**src/rtl/instr_fetch_decode.sv**
```systemverilog
`default_nettype none
// ============================================================================
// Module      : instr_fetch_decode
// Description : Fetch/decode front end. It fetches one word per PC from a
//               combinational instruction memory, registers the decoded fields,
//               and hands them to execute over a valid/ready handshake.
// Revision    : 1.0 - initial release
// ============================================================================
module instr_fetch_decode #(
    parameter int START_PC = 0,
    parameter int LAST_PC  = 5
) (
    input  logic        clk,
    input  logic        rst,
    input  logic        start,
    output logic [4:0]  pc,
    input  logic [31:0] instruction,
    output logic        out_valid,
    input  logic        out_ready,
    output logic [2:0]  opcode,
    output logic [4:0]  rs1,
    output logic [4:0]  rs2,
    output logic [4:0]  rd,
    output logic [15:0] imm,
    output logic        is_imm,
    output logic        illegal,
    output logic        busy,
    output logic        done
);

    localparam logic [1:0] c_ST_IDLE  = 2'd0;
    localparam logic [1:0] c_ST_FETCH = 2'd1;
    localparam logic [1:0] c_ST_ISSUE = 2'd2;
    localparam logic [1:0] c_ST_DONE  = 2'd3;

    localparam logic [4:0] c_START_PC = 5'(START_PC);
    localparam logic [4:0] c_LAST_PC  = 5'(LAST_PC);
    localparam logic [4:0] c_PC_MAX   = 5'd31;

    localparam logic [2:0] c_OP_ADD    = 3'b010;
    localparam logic [2:0] c_OP_SHIFTL = 3'b100;
    localparam logic [2:0] c_OP_ADDI   = 3'b110;
    localparam logic [2:0] c_OP_SUBI   = 3'b111;

    logic [1:0]  r_state;
    logic [4:0]  r_pc;
    logic        r_out_valid;
    logic [2:0]  r_opcode;
    logic [4:0]  r_rs1;
    logic [4:0]  r_rs2;
    logic [4:0]  r_rd;
    logic [15:0] r_imm;
    logic        r_is_imm;
    logic        r_illegal;
    logic        r_busy;
    logic        r_done;

    logic [2:0]  w_opcode;
    logic [4:0]  w_rs1;
    logic [4:0]  w_rs2;
    logic [4:0]  w_rd;
    logic [15:0] w_imm;
    logic        w_is_imm;
    logic        w_illegal;
    logic        w_last;

    // Field extraction; unsupported opcodes keep only the opcode field.
    always_comb begin
        w_opcode  = instruction[31:29];
        w_rs1     = '0;
        w_rs2     = '0;
        w_rd      = '0;
        w_imm     = '0;
        w_is_imm  = 1'b0;
        w_illegal = 1'b0;
        case (instruction[31:29])
            c_OP_ADD, c_OP_SHIFTL: begin
                w_rs1 = instruction[28:24];
                w_rs2 = instruction[23:19];
                w_rd  = instruction[18:14];
            end
            c_OP_ADDI, c_OP_SUBI: begin
                w_rs1    = instruction[28:24];
                w_rd     = instruction[23:19];
                w_imm    = instruction[15:0];
                w_is_imm = 1'b1;
            end
            default: w_illegal = 1'b1;
        endcase
    end

    // The run ends on a trap, on the last programmed PC, or at the top of the
    // address space so the PC never wraps back to zero.
    assign w_last = r_illegal || (r_pc == c_LAST_PC) || (r_pc == c_PC_MAX);

    always_ff @(posedge clk) begin
        if (rst) begin
            r_state     <= c_ST_IDLE;
            r_pc        <= c_START_PC;
            r_out_valid <= 1'b0;
            r_opcode    <= '0;
            r_rs1       <= '0;
            r_rs2       <= '0;
            r_rd        <= '0;
            r_imm       <= '0;
            r_is_imm    <= 1'b0;
            r_illegal   <= 1'b0;
            r_busy      <= 1'b0;
            r_done      <= 1'b0;
        end else begin
            case (r_state)
                c_ST_IDLE, c_ST_DONE: begin
                    if (start) begin
                        r_state <= c_ST_FETCH;
                        r_pc    <= c_START_PC;
                        r_busy  <= 1'b1;
                        r_done  <= 1'b0;
                    end
                end
                c_ST_FETCH: begin
                    r_opcode    <= w_opcode;
                    r_rs1       <= w_rs1;
                    r_rs2       <= w_rs2;
                    r_rd        <= w_rd;
                    r_imm       <= w_imm;
                    r_is_imm    <= w_is_imm;
                    r_illegal   <= w_illegal;
                    r_out_valid <= 1'b1;
                    r_state     <= c_ST_ISSUE;
                end
                c_ST_ISSUE: begin
                    // out_valid is always high here, so out_ready alone
                    // completes the handshake.
                    if (out_ready) begin
                        r_out_valid <= 1'b0;
                        if (w_last) begin
                            r_state <= c_ST_DONE;
                            r_busy  <= 1'b0;
                            r_done  <= 1'b1;
                        end else begin
                            r_pc    <= r_pc + 5'd1;
                            r_state <= c_ST_FETCH;
                        end
                    end
                end
                default: begin
                    r_state     <= c_ST_IDLE;
                    r_out_valid <= 1'b0;
                    r_busy      <= 1'b0;
                    r_done      <= 1'b0;
                end
            endcase
        end
    end

    assign pc        = r_pc;
    assign out_valid = r_out_valid;
    assign opcode    = r_opcode;
    assign rs1       = r_rs1;
    assign rs2       = r_rs2;
    assign rd        = r_rd;
    assign imm       = r_imm;
    assign is_imm    = r_is_imm;
    assign illegal   = r_illegal;
    assign busy      = r_busy;
    assign done      = r_done;

endmodule
`default_nettype wire

```
**config.mk**
```make
export PLATFORM = sky130hd
export DESIGN_NAME = instr_fetch_decode
export DESIGN_NICKNAME = d
export VERILOG_FILES = /design/src/rtl/instr_fetch_decode.sv
export SDC_FILE = /design/constraint.sdc
export NUM_CORES = 1
export LEC_CHECK = 0
export BUFFER_PORTS_ARGS = -buffer_cell sky130_fd_sc_hd__clkbuf_2
export CORE_MARGIN = 2
export CORE_UTILIZATION = 47
export CTS_CLUSTER_DIAMETER = 30
export DETAILED_ROUTE_END_ITERATION = 10
export PLACE_DENSITY = 0.79
export RECOVER_POWER = 100
export SLEW_MARGIN = 20
export SYNTH_ARGS = -nofsm -noshare
export SYNTH_HDL_FRONTEND = slang
export SYNTH_SLANG_ARGS = --single-unit
export TNS_END_PERCENT = 100
```
**constraint.sdc**
```tcl
create_clock -name clk -period 2.3 [get_ports clk]
set_input_delay 0.46 -clock clk [delete_from_list [all_inputs] [get_ports clk]]
set_output_delay 0.46 -clock clk [all_outputs]
set_load 0.05 [all_outputs]
```
==> impl_metrics.py <==
metrics = {
    "yosys": {
        "synthCells": 200,
        "syn_area_mm2": 0.00186,
        "yosys_warnings": 0,
        "synth_top_area_share_pct": 49.6,
        "synth_edf_count": 0,
        "syn-num-nets": 242,
        "yosysTopAreaCell": "dfxtp_1",
        "synth_seq_cells": 46,
        "synth-main-ff-cell": "dfxtp_1",
        "synth_cell_type_count": 39,
        "ys_top_cells_by_area": "dfxtp_1 (50%), a22oi_1 (8.5%), nor2_1 (6.7%), ha_1 (4.0%), a21oi_1 (3.2%)",
        "async_flop_share_pct": 0,
        "avgSynthCellArea_um2": 9.28,
        "seq_area_frac_synth_pct": 49.6,
    },
    "cts": {
        "cts_made_buffers": 5,
        "clock_latency_ns": 0.30,
        "cts.clk_slew.worst_paths_ns": 0.08,
        "htree_levels": 2,
        "cts_tree": "built",
        "cts_resized": 0,
        "clkSinkCount": 46,
        "cts-root-buf": "clkbuf_8",
        "post-cts-setup-buffer-count": 0,
        "cts_buffer_depth": 2,
        "holdBufCountCts": 0,
    },
    "layout": {
        "final_layout_size_suffix_gt1_share_pct": 18.0,
        "layout_commonest_cell": "clkbuf_1",
        "multi_input_area_um2": 855,
        "nets": 319,
        "fillers": 360,
        "regArea_um2": 921,
        "diodes": 0,
        "syn2layout_area_growth_pct": 24.3,
        "final_cells": 326,
        "mostFrequentLayoutCells": "clkbuf_1 (47), dfxtp_1 (46), clkbuf_2 (36), nor2_1 (33), a22oi_1 (21)",
    },
    "global_routing": {
        "grt_first_pass_wirelength_mm": 6.98,
        "antenna_found_initial": 0,
        "grt_util_all_layers_pct": 20.4,
        "grt_pass1_vias": 1586,
        "grt_overflow_total": 0,
        "grt_max_degree": 33,
    },
    "floorplan": {
        "pin_count": 80,
        "initial_core_util_pct": 50.0,
        "coreArea_mm2": 0.00372,
        "die_x_um": 66.9,
        "die_area_mm2": 0.00447,
        "rows": 22,
        "die_y_um": 66.9,
    },
    "drt": {
        "initialDrtViolationCount": 102,
        "first_pass_iters": 4,
        "drc": 0,
        "wl_per_cell_um": 13.4,
        "dr_total_vias": 1775,
        "vias_per_cell": 5.44,
        "final_antenna_net_count": 0,
        "routed_wirelength_mm": 4.37,
    },
    "setup_path": {
        "max_stage_delay_ns": 0.46,
        "end_kind": "flop",
        "worst_ep_required_time_ns": 2.45,
        "path_cells": "ha_1, inv_1, clkbuf_2, a222oi_1, nor2_1",
        "reg2reg_slack_ns": 0.34,
        "r2r_cells": 5,
        "crit_path_max_fanout": 32,
        "start_kind": "flop",
        "reg2reg_to": "rd[3]",
        "crit_arrival_ns": 2.10,
        "crit_type": "reg2reg",
        "worst_path_max_delay_cell": "a222oi_1",
        "r2r-start": "r_state[0]",
    },
    "sta": {
        "maxSlewViolCount": 0,
        "finalHoldWorstSlack_ns": 0.387,
        "maxSlewHeadroom_pct": 20.7,
        "setup_viol": 0,
        "skew_ns": 0.00515,
        "layout_worst_path_cycle_share_pct": 85.0,
        "tightest_slew_ns": 1.19,
        "fin_setup_tns_ns": 0,
        "timing.fmax_ghz": 0.511,
        "rsz0062_at_grt": "no",
        "period_minus_slack_ns": 1.96,
        "hold_viol": 0,
    },
    "placement": {
        "portBuffers": 79,
        "place_congestion": 0.829,
        "detailed_place_hpwl_mm": 3.03,
        "dp.cells": 318,
    },
    "pwr": {
        "p_leak_nw": 0.900,
        "peakVddDrop_v": 0.000475,
        "p_per_area_mw_per_mm2": 802,
        "p_total_mw": 1.85,
    },
    "worst_hold_path": {
        "whs_endpoint": "imm[7]",
        "min_from": "instruction[7]",
        "hold_class": "in2reg",
        "min_path_cells": 3,
    },
    "outcome": {
        "status": "completed",
    },
    "run": {
        "cap_violations": 0,
    },
}
[how the worst max path moves through the flow]
stage               start    end  slack (ns)  cells after the start
2_1_floorplan       pc[0]  pc[3]        0.19                      7
3_3_place_gp        pc[0]  pc[3]        0.41                      7
3_5_place_dp        pc[0]  pc[3]        0.36                      7
4_1_cts             pc[0]  pc[3]        0.34                      7
5_1_grt        r_state[0]  rd[3]        0.17                      5
6_report       r_state[0]  rd[3]        0.34                      5
[metal layers]
layer | up-vias | GRT usage (%) | wire, µm
met5 | - | 0 | 0
met4 | 0 | 9.18 | 86
met3 | 8 | 5.74 | 313
met2 | 59 | 32.5 | 2020
met1 | 835 | 25.7 | 1950
li1 | 873 | - | -
[power by group]
part	internal (mW)	total, mW	switching [mW]
Clock	0.214	0.483	0.268
Combinational	0.133	0.487	0.354
Sequential	0.847	0.881	0.0347
[registers in the layout, summed over array words and instances (netlist names)]
register,flops
imm,16
rd,5
busy,1
done,1
opcode,3
out_valid,1
illegal,1
r_state,2
rs2,5
is_imm,1
rs1,5
pc,5
[worst max-delay path, delay by kind of cell (launching register included)]
family,cells,cell delay (ns)
buf+inv,2,0.53
fa+ha+maj,1,0.34
simple gates,1,0.07
compound gates,1,0.46
flops,1,0.40
[area by class of cell]
cell class / count / area share, %
inverter: 9 / 1.46
sequential: 46 / 39.9
clock inverter: 2 / 0.596
timing repair buffer: 82 / 15.3
multi-input combinational: 133 / 37.0
clock buffer: 6 / 3.14
tap: 48 / 2.60
[stage by stage]
| stage | utilization, % | setup WS (ns) | instance area, µm² |
|---|---|---|---|
| finish | 62.1 | 0.344 | 2310 |
| global placement | 61.6 | 0.412 | 2290 |
| detailed placement | 61.6 | 0.360 | 2290 |
| CTS | 63.9 | 0.337 | 2380 |
| global route | 62.1 | 0.168 | 2310 |
| floorplan | - | 0.193 | 1860 |
[cell usage after synthesis (2+ instances only)]
library cell	count
ha_1	6
clkbuf_1	9
buf_1	3
o21bai_1	2
nor2_1	33
o32ai_1	2
a31oi_1	2
mux2i_1	3
nand3_1	10
inv_2	2
and3_1	2
a222oi_1	5
a22oi_1	21
nand2_1	6
dfxtp_1	46
o21ai_1	2
nand2b_1	4
o21ai_0	3
inv_1	7
a211oi_1	2
a21oi_1	12
[logic make-up after synthesis]
| family | count (synthesis) | synth area share [%] |
|---|---|---|
| AO/OA/AOI/OAI | 55 | 20.8 |
| XOR/XNOR | 1 | 0.472 |
| adder cells (fa/ha/maj) | 7 | 4.58 |
| buffers and inverters | 21 | 4.25 |
| flip-flops | 46 | 49.6 |
| multiplexers | 3 | 1.62 |
| AND/OR/NAND/NOR | 67 | 18.7 |
Note: power is estimated with default switching activity, not from simulation.
